### config.mk
export PLATFORM = sky130hd
export DESIGN_NAME = trees_loader
export DESIGN_NICKNAME = d
export VERILOG_FILES = /design/src/rtl/trees_loader.sv
export SDC_FILE = /design/constraint.sdc
export NUM_CORES = 1
export LEC_CHECK = 0
export CORE_AREA = 2 2 459 461
export DETAILED_ROUTE_END_ITERATION = 10
export DIE_AREA = 0 0 461 463
export PLACE_DENSITY = 0.43
export SYNTH_ARGS = -nofsm -noshare
export SYNTH_HDL_FRONTEND = slang
export SYNTH_SLANG_ARGS = --single-unit
### constraint.sdc
create_clock -name clk -period 2.42 [get_ports clk]
set_input_delay 0.363 -clock clk [delete_from_list [all_inputs] [get_ports clk]]
set_output_delay 0.363 -clock clk [all_outputs]
set_load 0.03 [all_outputs]
### src/rtl/trees_loader.sv
// trees_loader: front-end sequencer for the trees random-forest engine.
// A single 64-bit valid/ready stream either fills the tree memory (one node
// per beat) or packs the feature vector (two 32-bit features per beat).
// After the feature load it pulses start, waits for done, and returns the
// 8-bit prediction on a valid/ready output.
// N_TREES, N_NODE_AND_LEAFS and N_FEATURE/2 are expected to be at least 2.
module trees_loader #(
  parameter int N_TREES          = 16,
  parameter int N_NODE_AND_LEAFS = 256,
  parameter int N_FEATURE        = 32
) (
  input  logic                                  clk,
  input  logic                                  rst_n,
  input  logic                                  cmd_load_trees,
  input  logic                                  cmd_infer,
  input  logic [63:0]                           in_data,
  input  logic                                  in_valid,
  output logic                                  in_ready,
  output logic                                  load_trees,
  output logic [$clog2(N_TREES)-1:0]            n_tree,
  output logic [$clog2(N_NODE_AND_LEAFS)-1:0]   n_node,
  output logic [63:0]                           tree_nodes,
  output logic [N_FEATURE-1:0][31:0]            features,
  output logic                                  start,
  input  logic                                  done,
  input  logic [7:0]                            prediction,
  output logic [7:0]                            pred_data,
  output logic                                  pred_valid,
  input  logic                                  pred_ready,
  output logic                                  busy
);

  localparam int TW     = $clog2(N_TREES);
  localparam int NW     = $clog2(N_NODE_AND_LEAFS);
  localparam int NPAIRS = N_FEATURE / 2;
  localparam int FPW    = (NPAIRS > 1) ? $clog2(NPAIRS) : 1;

  localparam logic [TW-1:0]  TREE_LAST = TW'(N_TREES - 1);
  localparam logic [NW-1:0]  NODE_LAST = NW'(N_NODE_AND_LEAFS - 1);
  localparam logic [FPW-1:0] PAIR_LAST = FPW'(NPAIRS - 1);

  typedef enum logic [2:0] {
    S_IDLE,
    S_LOAD_TREES,
    S_LOAD_FEAT,
    S_START,
    S_WAIT_DONE,
    S_RESULT
  } state_t;

  state_t         state;
  logic [TW-1:0]  tree_cnt;
  logic [NW-1:0]  node_cnt;
  logic [FPW-1:0] pair_cnt;
  logic           in_hs;

  // Stream readiness and busy are pure state decodes so a beat can be taken
  // in the very first cycle of a load phase.
  always_comb begin
    in_ready = (state == S_LOAD_TREES) || (state == S_LOAD_FEAT);
    busy     = (state != S_IDLE);
    in_hs    = in_valid && in_ready;
  end

  // Sequencer: command decode, tree/feature loading, start pulse, result
  // capture and hand-off. Pulsed outputs default low every cycle so a write
  // strobe or start appears only in the cycle after the event causing it.
  always_ff @(posedge clk or negedge rst_n) begin
    if (!rst_n) begin
      state      <= S_IDLE;
      tree_cnt   <= '0;
      node_cnt   <= '0;
      pair_cnt   <= '0;
      load_trees <= 1'b0;
      n_tree     <= '0;
      n_node     <= '0;
      tree_nodes <= '0;
      features   <= '0;
      start      <= 1'b0;
      pred_data  <= '0;
      pred_valid <= 1'b0;
    end else begin
      load_trees <= 1'b0;
      start      <= 1'b0;
      case (state)
        S_IDLE: begin
          // Tree load has priority; a simultaneous infer command is dropped.
          if (cmd_load_trees) begin
            state    <= S_LOAD_TREES;
            tree_cnt <= '0;
            node_cnt <= '0;
          end else if (cmd_infer) begin
            state    <= S_LOAD_FEAT;
            pair_cnt <= '0;
          end
        end
        S_LOAD_TREES: begin
          if (in_hs) begin
            load_trees <= 1'b1;
            n_tree     <= tree_cnt;
            n_node     <= node_cnt;
            tree_nodes <= in_data;
            if (node_cnt == NODE_LAST) begin
              node_cnt <= '0;
              if (tree_cnt == TREE_LAST) begin
                state <= S_IDLE;
              end else begin
                tree_cnt <= tree_cnt + TW'(1);
              end
            end else begin
              node_cnt <= node_cnt + NW'(1);
            end
          end
        end
        S_LOAD_FEAT: begin
          if (in_hs) begin
            // Low word is the even feature, high word the odd one.
            for (int i = 0; i < NPAIRS; i++) begin
              if (pair_cnt == FPW'(i)) begin
                features[2*i]   <= in_data[31:0];
                features[2*i+1] <= in_data[63:32];
              end
            end
            if (pair_cnt == PAIR_LAST) begin
              state <= S_START;
              start <= 1'b1;
            end else begin
              pair_cnt <= pair_cnt + FPW'(1);
            end
          end
        end
        S_START: begin
          state <= S_WAIT_DONE;
        end
        S_WAIT_DONE: begin
          if (done) begin
            pred_data  <= prediction;
            pred_valid <= 1'b1;
            state      <= S_RESULT;
          end
        end
        S_RESULT: begin
          if (pred_ready) begin
            pred_valid <= 1'b0;
            state      <= S_IDLE;
          end
        end
        default: begin
          state <= S_IDLE;
        end
      endcase
    end
  end

endmodule

Word-level counts from Yosys, hierarchy flattened:

Index checks and enable logic that the tools add are counted.

* eq/ne operators: 35
* add/sub/neg operators: 3
* muxes and demuxes: 32
* reductions and logical operators: 31

Operators with widths (number)
* $reduce_and 3->1: 18
* $eq 4x4->1 const B: 9
* $mux 4: 8
* $mux 3: 9
* $mux 8: 3
* $ne 2x2->1 const B: 9
* $pmux 3 s6: 1
* $eq 4x3->1 const B: 4
* $pmux 4 s2: 2
* $pmux 8 s2: 1
* $reduce_and 5->1: 2
* $add 4x1->4 const B: 2
* $add 8x1->8 const B: 1
* $eq 4x2->1 const B: 2
* $eq 8x8->1 const B: 1
* $reduce_and 8->1: 1
* $mux 1: 7
* $eq 3x2->1 const B: 2
* $eq 3x3->1 const B: 2
* $ne 2x1->1 const B: 3
* $reduce_bool 2->1: 3
* $eq 4x1->1 const B: 1
* $logic_not 4->1: 1
* $reduce_and 2->1: 2
* 7 further kinds: 7

* output and inout bits: 1113
* logic and storage cells: 144
* input bits: 79
* register bits: 1130

Longest topological paths before layout:

Gate-level depths: netlist (run 1).

* word-level depth: 5
* gate-level depth with buffers: 7
* depth with buffers taken out: 5

Least setup slack after synthesis (run 1):

No wires, ideal clock.

* path kind: register to register
* from: register node_cnt[0]
* to: register tree_cnt[3]
* setup time: 0.084 ns
* arrival: 1.659 ns
* setup slack: 0.677 ns
* stages on the path, launching flop included: 7
* path buffers: 1
* path through: dfrtp_1 -> ha_1 -> and3_1 -> clkbuf_1 -> a31oi_1 -> or4_1 -> a21boi_0

* cells in the longest elaborated chain, start to end: 3

Ends and longest elaborated chain
* from (decl): RTL line 53 `logic [NW-1:0] node_cnt;`
* from (signal assigned): RTL line 111 `node_cnt <= node_cnt + NW'(1);`
* $eq 8x8->1: RTL line 103 `if (node_cnt == NODE_LAST) begin`
* $ne 2x1->1 (no line)
* $reduce_and 5->1 (no line)
* to (signal assigned): RTL line 108 `tree_cnt <= tree_cnt + TW'(1);`
* to (decl): RTL line 52 `logic [TW-1:0] tree_cnt;`

No other way between the ends.
A chain may end at the register's enable or synchronous reset.

Final worst setup path (run 1):

* from: register pred_data[3]
* to: output port pred_data[3]

RTL lines
* from (decl): RTL line 27 `output logic [7:0] pred_data,`
* from (signal assigned): RTL line 137 `pred_data <= prediction;`

No word-level cell between the ends.

==> results of run 1 <==
==> cell families after synthesis <==
family          synth area share
compound gates           0.00375
xor+xnor                0.000410
fa+ha+maj                0.00176
buf+inv                   0.0218
flops                      0.662
mux                        0.298
simple gates              0.0125
==> registers in the layout, summed over array words and instances, names as in the netlist <==
register / flops
features: 1024
pred_data: 8
tree_cnt: 4
n_tree: 4
state: 3
start: 1
pred_valid: 1
pair_cnt: 4
load_trees: 1
tree_nodes: 64
n_node: 8
node_cnt: 8
==> through the flow <==
stage / setup WS (ns) / util / hold slack (ns)
CTS: 0.00228 / 0.310 / 0.105
global route: 0.00811 / 0.310 / 0.144
finish: 0.0860 / 0.310 / 0.194
detailed placement: -0.361 / 0.288 / 0.426
floorplan: 0.677 / - / 0.0674
global placement: -0.390 / 0.288 / 0.431
==> where the power goes <==
part | internal (mW) | switching [mW]
Clock | 12.6 | 8.66
Sequential | 19.4 | 0.363
Combinational | 1.42 | 2.46
Total | 33.4 | 11.5
==> routing by layer <==
metal | global-route usage | vias to the layer above | wire, um
met3 | 0.0670 | 231 | 17800
met2 | 0.272 | 1080 | 85100
li1 | - | 11900 | -
met1 | 0.206 | 14500 | 75100
met4 | 0.0529 | 6 | 5240
met5 | 0 | - | 37
==> repair_timing <==
action                                 4_1_cts  5_1_grt
hold buffers                                 1        0
resized for setup                           19        3
setup endpoints to repair                   10        3
endpoints found under the hold margin      102        0
pin swaps                                    0        0
==> cells in the mapped netlist (2+ instances only) <==
master	instances
ha_1	6
dfrtp_1	1130
nand2b_1	3
xnor2_1	2
or4_1	2
nor2_1	10
and2_1	6
a31oi_1	3
nor2b_1	4
buf_2	99
nand2_4	12
mux2_1	122
nand2_2	3
or3_1	2
mux2i_1	6
a21oi_1	4
buf_6	9
nor3_1	5
inv_1	9
buf_4	6
mux2_4	49
clkbuf_1	68
nand3_1	8
mux2_2	938
nand4_1	4
nand2_1	20
o21ai_0	11
==> worst reg2reg max path: cells and delay by family, from the launching register on <==
kind                   cells  cell delay, ns
and+or+nand+nor            3            0.77
muxes                      1            0.48
DFF                        1            0.43
buffers and inverters      2            0.42
==> cell type report <==
cell class | count | area [um^2]
multi-input combinational | 1236 | 13600
tap | 2805 | 3510
clock buffer | 221 | 4250
inverter | 9 | 33.8
timing repair buffer | 1430 | 14600
clock inverter | 35 | 429
antenna | 13 | 32.5
sequential | 1130 | 28300
fill | 21000 | 144000
==> final timing paths <==
kind,startpoint,endpoint,slack (ns),cells past startpoint
max,pred_data[3],pred_data[3],0.09,1
min,rst_n,features[457],0.19,2
max reg2reg,state[0],features[288],0.20,6
min reg2reg,features[166],features[166],0.49,1
max in group asynchronous,rst_n,features[121],1.23,4
min in group clk,prediction[3],pred_data[3],0.20,2
==> placed cells by master, fill, tap and decap left out, drive strengths merged, types with 8 or more instances in the layout <==
| cell type | instances |
|---|---|
| clkbuf | 221 |
| dlygate4sd2 | 8 |
| o21ai | 11 |
| dfrtp | 1130 |
| nand2 | 35 |
| nor2 | 10 |
| mux2 | 1109 |
| diode | 13 |
| clkinv | 22 |
| nand3 | 8 |
| buf | 243 |
| inv | 16 |
| clkdlybuf4s50 | 1177 |
==> results.py, run 1 <==
metrics = {
    "cts": {
        "cts-root-buf": "clkbuf_16",
        "cts.path.max_buffers": 3,
        "clkTransAtPathRegs_ns": 0.06,
        "htree_levels": 4,
        "numCtsBuffers": 140,
        "cts.sinks": 1130,
        "clock_latency_ns": 0.79,
        "cts_tree": "built",
        "post_cts_buffers": 0,
    },
    "worst_setup_path": {
        "critPathMaxFanout": 3,
        "crit_family": "buffers and inverters",
        "crit_type": "reg -> out",
        "crit_path_top_delay_cell": "clkdlybuf4s50_1",
        "crit_required_ns": 2.06,
        "critPathBufInv": 1,
        "start_kind": "register",
        "crit_path_end_kind": "primary output",
        "cp.arrival_ns": 1.97,
        "crit_chain": "clkdlybuf4s50_1",
        "slowest_delay_ns": 0.73,
    },
    "synthesis": {
        "synth_edf_count": 0,
        "synth_top_area_frac": 0.662,
        "yosysUniqueCellTypes": 43,
        "synth.area.top_cells": "dfrtp_1 (66%), mux2_2 (25%), mux2_1 (3.2%)",
        "synth_fp_nets": 2642,
        "ys_seq_area_frac": 0.662,
        "synth_cells": 2557,
        "postSynthAreaPerCell_um2": 16.7,
        "ys.warnings.count": 0,
        "yosys.area.top_type": "dfrtp_1",
        "synth_async_sr_flop_share": 1.00,
        "ys.flop_type": "dfrtp_1",
        "syn_area_um2": 42700,
        "synth_seq_cells": 1130,
    },
    "global_routing": {
        "grt_antenna_before_repair": 30,
        "grt_pass1_vias": 29200,
        "grt_use_total": 0.169,
        "grt_overflow": 0,
        "grt_pass1_wl_mm": 252,
        "grt_max_degree": 85,
    },
    "sta": {
        "max_clock_freq_mhz": 428,
        "rsz0062_at_grt": "no",
        "finalCritPeriodShare": 0.964,
        "setup_tns_ns": 0,
        "min_period_ns": 2.33,
        "tightestPinTransition_ns": 0.857,
        "setup_violations": 0,
        "hold_viol": 0,
        "slew_headroom": 0.428,
        "fin_skew_ns": 0.0250,
        "drv_slew": 0,
    },
    "layout": {
        "area_growth_syn_to_layout_pct": 51.5,
        "postLayoutCellArea_um2": 64700,
        "final_nets": 4032,
        "fin_cells": 6879,
        "final_layout_size_suffix_gt1_frac": 0.361,
    },
    "outcome": {
        "status": "finished, final reports clean",
    },
    "floorplanning": {
        "num_io_pins": 1192,
        "fp.dieArea_um2": 213000,
        "fp.dieH_um": 463,
        "die-width_um": 461,
        "start_util": 0.205,
        "num_rows": 168,
        "coreArea_um2": 209000,
    },
    "worst_hold_path": {
        "hold_path.class": "in -> async",
    },
    "detailed_routing": {
        "drtAntennaViolNets": 0,
        "first_iter_violations": 1287,
        "drt_first_pass_iters": 5,
        "route.detailed.drc": 0,
        "viasPerCell": 4.02,
        "routed_wl_mm": 183,
        "vias": 27700,
        "wire_per_inst_um": 26.6,
    },
    "power": {
        "p_leak_nw": 31.0,
        "p_total_mw": 44.9,
        "ir_drop_v": 0.000647,
        "p_per_area_nw_per_um2": 693,
    },
    "placed_design": {
        "place_area_um2": 60000,
        "gp_congestion": 0.766,
        "dp.cells": 6609,
        "hpwl_mm": 130,
        "portBuffers": 1191,
    },
    "job": {
        "maxCapViolCount": 0,
    },
}
Note: power is estimated with default switching activity, not from simulation.
==> run 2, diff against run 1 <==
==> config.mk (replaced) <==
export PLATFORM = sky130hd
export DESIGN_NAME = trees_loader
export DESIGN_NICKNAME = d
export VERILOG_FILES = /design/src/rtl/trees_loader.sv
export SDC_FILE = /design/constraint.sdc
export NUM_CORES = 1
export LEC_CHECK = 0
export CORE_AREA = 2 2 470 472
export CTS_BUF_LIST = sky130_fd_sc_hd__clkbuf_4 sky130_fd_sc_hd__clkbuf_8
export DETAILED_ROUTE_END_ITERATION = 10
export DIE_AREA = 0 0 472 474
export PLACE_DENSITY_LB_ADDON = 0.25
export SYNTH_ARGS = -nofsm -noshare
export SYNTH_HDL_FRONTEND = slang
export SYNTH_SLANG_ARGS = --single-unit
==> run 2 against run 1 <==
  * Via count rose by 2.1%
  * Sequential power barely moved
  * Total power fell by 3.8%
  * Final cell count rose by 2.6%
  * Non-clock buffer count rose by 4
  * Maximum frequency rose by 3.6%
==> results.py, run 2 (synthesis results as in run 1) <==
metrics = {
    "outcome": {
        "status": "finished, final reports clean",
    },
    "sta": {
        "drv_slew": 0,
        "fin_ws_ns": 0.167,
        "slew_headroom": 0.347,
        "hold_viol": 0,
        "min_period_ns": 2.25,
        "finalCritPeriodShare": 0.931,
        "setup_violations": 0,
        "tightestPinTransition_ns": 0.980,
        "fin_skew_ns": 0.0545,
        "rsz0062_at_grt": "no",
        "setup_tns_ns": 0,
        "max_clock_freq_mhz": 444,
    },
    "power": {
        "swShare": 0.263,
        "power_frac_seq": 0.457,
        "combPwrFrac": 0.083,
        "p_leak_nw": 36.1,
        "p_per_area_nw_per_um2": 683,
        "power.switching_mw": 11.4,
        "internal-power_mw": 31.8,
        "clockPowerShare": 0.461,
        "ir_drop_v": 0.000521,
    },
    "worst_hold_path": {
        "hold_depth": 3,
        "hp-start": "in_data[2]",
        "hold_path.class": "in -> reg",
        "holdPathEnd": "features[2]",
    },
    "job": {
        "maxCapViolCount": 0,
    },
    "layout": {
        "fillers": 22600,
        "final_nets": 4103,
        "largest_reg_flops": 1024,
        "reg.largest.list": "features x1024, tree_nodes x64",
        "largest_register": "features",
        "final_layout_size_suffix_gt1_frac": 0.386,
        "area_growth_syn_to_layout_pct": 48.0,
        "fin_cells": 7059,
        "layout_common_cells": "dfrtp_1 (1130), dlygate4sd2_1 (1109), mux2_2 (938)",
        "layout_commonest_cell": "dfrtp_1",
        "postLayoutCoreUtil": 0.289,
    },
    "floorplanning": {
        "num_io_pins": 1192,
        "die-width_um": 472,
        "coreArea_um2": 219000,
        "fp.dieH_um": 474,
        "num_rows": 172,
        "start_util": 0.195,
        "fp.dieArea_um2": 224000,
    },
    "cts": {
        "cts.sinks": 1130,
        "htree_levels": 4,
        "numCtsBuffers": 207,
        "clkTransAtPathRegs_ns": 0.05,
        "clock_latency_ns": 0.96,
        "cts_tree": "built",
        "cts.path.max_buffers": 3,
        "cts-root-buf": "clkbuf_8",
    },
    "global_routing": {
        "grt_use_total": 0.159,
        "grt_max_degree": 139,
        "grt_pass1_wl_mm": 250,
        "grt_pass1_vias": 30100,
        "grt_overflow": 0,
        "grt_antenna_before_repair": 33,
    },
    "worst_setup_path": {
        "critPathMaxFanout": 2,
        "crit_type": "reg -> out",
        "crit_path_top_delay_cell": "clkdlybuf4s50_1",
        "slowest_delay_ns": 0.66,
        "crit_family": "buffers and inverters",
        "crit_path_end_kind": "primary output",
        "timing.rr.end": "node_cnt[3]",
        "crit_required_ns": 2.06,
        "critPathBufInv": 1,
        "crit_chain": "clkdlybuf4s50_1",
        "cp.arrival_ns": 1.89,
        "reg2reg_depth": 7,
        "ff2ff_setup_slack_ns": 0.24,
        "start_kind": "register",
        "rr_startpoint": "state[1]",
    },
    "detailed_routing": {
        "first_iter_violations": 1242,
        "routed_wl_mm": 182,
        "vias": 28200,
        "drt_first_pass_iters": 5,
        "viasPerCell": 4.00,
        "wire_per_inst_um": 25.7,
        "route.detailed.drc": 0,
        "drtAntennaViolNets": 0,
    },
    "placed_design": {
        "pre_cts_ws_ns": -0.287,
        "dp.cells": 6662,
        "hpwl_mm": 127,
        "gp_congestion": 0.771,
        "portBuffers": 1191,
    },
}
run 2: timing repair:
item	in CTS	in global routing
hold buffers	10	0
setup buffers	0	8
pin swaps	0	1
resized for setup	1129	2
hold endpoints to repair	1023	0
setup endpoints to repair	1112	1
run 2: worst max path at each step:
stage | startpoint | end | slack (ns) | cells past startpoint
detailed placement | in_valid | features[865] | -0.29 | 7
global placement | in_valid | features[872] | -0.30 | 7
floorplan | node_cnt[0] | tree_cnt[3] | 0.68 | 6
CTS | state[1] | in_ready | -0.05 | 4
global route | state[1] | in_ready | 0.02 | 4
finish | features[559] | features[559] | 0.17 | 1
run 2: cell type report:
cell class	count	area (um^2)	share of cell area
inverter	9	33.8	0.000534
clock buffer	334	4120	0.0652
sequential	1130	28300	0.447
antenna	13	32.5	0.000514
multi-input combinational	1236	13600	0.215
timing repair buffer	1434	13200	0.208
tap	2871	3590	0.0568
clock inverter	32	397	0.00627
run 2: routing by layer:
layer,up-vias,track usage,wire (um)
li1,12000,-,-
met1,14800,0.189,74000
met2,1143,0.260,85500
met3,243,0.0638,16800
met4,4,0.0524,5210
met5,-,0,27
run 2: worst register-to-register path, delay by kind of cell (launching register included):
kind	cells	cell delay (ns)
flops	1	0.38
buf+inv	3	0.41
compound gates	1	0.27
simple gates	3	1.11
run 2: power by group through the flow:
stage               clock network (mW)  registers [mW]  logic (mW)
finish                            19.9            19.7        3.57
global route                      21.5            19.8        3.82
detailed placement                   0            20.1        3.96
global placement                     0            20.0        3.96
floorplan                            0            20.9       0.652
CTS                               20.6            19.7        3.67
run 2: through the flow:
stage | power, mW | instance area [um^2] | hold slack, ns
5_1_grt | 45.1 | 63200 | 0.0570
3_3_place_gp | 24.0 | 59900 | 0.474
6_report | 43.2 | 63200 | 0.130
3_5_place_dp | 24.0 | 59900 | 0.480
4_1_cts | 44.0 | 63100 | 0.0226
2_1_floorplan | 21.6 | 42700 | 0.0674
==> run 3, diff against run 2 <==
--- a/config.mk
+++ b/config.mk
@@ -10,6 +10,7 @@
 export DETAILED_ROUTE_END_ITERATION = 10
 export DIE_AREA = 0 0 472 474
 export PLACE_DENSITY_LB_ADDON = 0.25
+export SKIP_CTS_REPAIR_TIMING = 1
 export SYNTH_ARGS = -nofsm -noshare
 export SYNTH_HDL_FRONTEND = slang
 export SYNTH_SLANG_ARGS = --single-unit
==> constraint.sdc (replaced) <==
create_clock -name clk -period 1.9 [get_ports clk]
set_input_delay 0.285 -clock clk [delete_from_list [all_inputs] [get_ports clk]]
set_output_delay 0.285 -clock clk [all_outputs]
set_load 0.03 [all_outputs]
==> run 3 against run 2 <==
  * The flow now finishes with violations (negative setup slack)
  * Sequential share of layout area decreased by 0.34 points
  * Routed wire length grew 3.1%
  * Sequential cell count unchanged
  * Count of clock-buffer cells in the layout fell by 12
  * Non-clock buffer count is 87 higher
  * Critical path depth rose by 3
  * Total power rose by 27%
  * Clock power is 24% higher
  * Critical endpoint is now in_ready
==> results.py, run 3 (synthesis results as in run 1) <==
metrics = {
    "worst_setup_path": {
        "slowest_delay_ns": 0.40,
        "crit_required_ns": 1.62,
        "reg2reg_depth": 9,
        "crit_type": "reg -> out",
        "rr_startpoint": "state[1]",
        "cp.arrival_ns": 1.92,
        "timing.rr.end": "features[74]",
        "crit_chain": "buf_8 -> xnor2_2 -> nor2_2 -> buf_12",
        "crit_path_top_delay_cell": "dfrtp_1",
        "ff2ff_setup_slack_ns": -0.19,
        "critPathMaxFanout": 5,
        "start_kind": "register",
        "crit_path_end_kind": "primary output",
    },
    "cts": {
        "clkTransAtPathRegs_ns": 0.06,
        "cts.path.max_buffers": 3,
        "clock_latency_ns": 0.96,
        "cts.sinks": 1130,
        "cts-root-buf": "clkbuf_8",
        "numCtsBuffers": 203,
        "htree_levels": 4,
        "cts_tree": "built",
    },
    "detailed_routing": {
        "drtAntennaViolNets": 0,
        "viasPerCell": 3.99,
        "route.detailed.drc": 0,
        "routed_wl_mm": 187,
        "vias": 28500,
        "wire_per_inst_um": 26.2,
        "drt_first_pass_iters": 4,
        "first_iter_violations": 1101,
    },
    "global_routing": {
        "grt_overflow": 0,
        "grt_pass1_wl_mm": 250,
        "grt_pass1_vias": 30400,
        "grt_max_degree": 98,
        "grt_use_total": 0.158,
        "grt_antenna_before_repair": 22,
    },
    "floorplanning": {
        "fp.dieArea_um2": 224000,
        "start_util": 0.195,
        "coreArea_um2": 219000,
        "num_rows": 172,
        "num_io_pins": 1192,
        "die-width_um": 472,
        "fp.dieH_um": 474,
    },
    "sta": {
        "max_clock_freq_mhz": 454,
        "rsz0062_at_grt": "yes",
        "whs_ns": 0.0787,
        "fin_ws_ns": -0.301,
        "tightestPinTransition_ns": 0.892,
        "min_period_ns": 2.20,
        "setup_violations": 839,
        "slew_headroom": 0.405,
        "fin_skew_ns": 0.0603,
        "finalCritPeriodShare": 1.16,
        "drv_slew": 0,
        "hold_viol": 0,
    },
    "power": {
        "p_per_area_nw_per_um2": 858,
        "p_leak_nw": 36.5,
        "ir_drop_v": 0.000643,
    },
    "placed_design": {
        "hpwl_mm": 128,
        "dp.cells": 6699,
        "portBuffers": 1191,
        "gp_congestion": 0.773,
    },
    "layout": {
        "layout_commonest_cell": "dfrtp_1",
        "fillers": 22500,
        "largest_reg_flops": 1024,
        "fin_cells": 7145,
        "final_layout_size_suffix_gt1_frac": 0.637,
        "layout_common_cells": "dfrtp_1 (1122), mux2_2 (916), buf_4 (393)",
        "area_growth_syn_to_layout_pct": 49.2,
        "largest_register": "features",
        "reg.largest.list": "features x1024, tree_nodes x64",
        "final_nets": 4187,
    },
    "worst_hold_path": {
        "hp-start": "pred_ready",
        "hold_depth": 4,
        "hold_path.class": "in -> reg",
        "holdPathEnd": "pred_valid",
    },
    "job": {
        "maxCapViolCount": 0,
    },
    "outcome": {
        "violations": "negative setup slack",
        "status": "complete, but fails checks",
    },
}
run 3: area by class of cell:
class                           instances  area, um^2  share of cell area
Inverter                                9        33.8            0.000530
Tap cell                             2871        3590              0.0563
Sequential cell                      1130       28300               0.444
Multi-Input combinational cell       1237       13900               0.219
Timing Repair Buffer                 1521       13500               0.212
Clock inverter                         37         403             0.00632
Antenna cell                           18        45.0            0.000707
Clock buffer                          322        3960              0.0621
run 3: worst max-delay path by stage:
stage,startpoint,endpoint,slack (ns),cells past startpoint
floorplan,node_cnt[0],tree_cnt[3],0.16,6
global placement,pair_cnt[2],features[140],-0.64,4
detailed placement,pair_cnt[2],features[155],-0.64,4
CTS,features[151],features[151],-0.83,1
global route,state[1],in_ready,-0.43,4
finish,state[1],in_ready,-0.30,4
run 3: metrics by stage:
stage / area [um^2] / setup TNS (ns) / utilization / power (mW) / worst slack, ns
2_1_floorplan: 42700 / 0 / - / 27.5 / 0.157
3_3_place_gp: 60400 / -434.34 / 0.276 / 30.6 / -0.638
5_1_grt: 63700 / -112.81 / 0.291 / 57.1 / -0.427
6_report: 63800 / -51.54 / 0.292 / 54.7 / -0.301
3_5_place_dp: 60400 / -427.95 / 0.276 / 30.7 / -0.640
4_1_cts: 64800 / -791.49 / 0.296 / 55.9 / -0.834
run 3: critical path, delay by kind of cell, from the launching register on:
kind / cells / cell delay, ns
xor+xnor: 1 / 0.13
buf+inv: 2 / 0.29
flops: 1 / 0.40
simple gates: 1 / 0.18
run 3: power breakdown:
group          switching, mW  leakage (nW)  internal [mW]
Combinational           3.21          18.6           1.65
Clock                   10.9          2.34           13.8
Sequential             0.402          15.6           24.7
run 3: routing by layer:
| metal | up-vias | global-route usage | routed length (um) |
|---|---|---|---|
| li1 | 12200 | - | - |
| met1 | 15000 | 0.187 | 76600 |
| met2 | 1095 | 0.257 | 87900 |
| met3 | 274 | 0.0666 | 16800 |
| met4 | 4 | 0.0559 | 5890 |
| met5 | - | 0 | 23 |
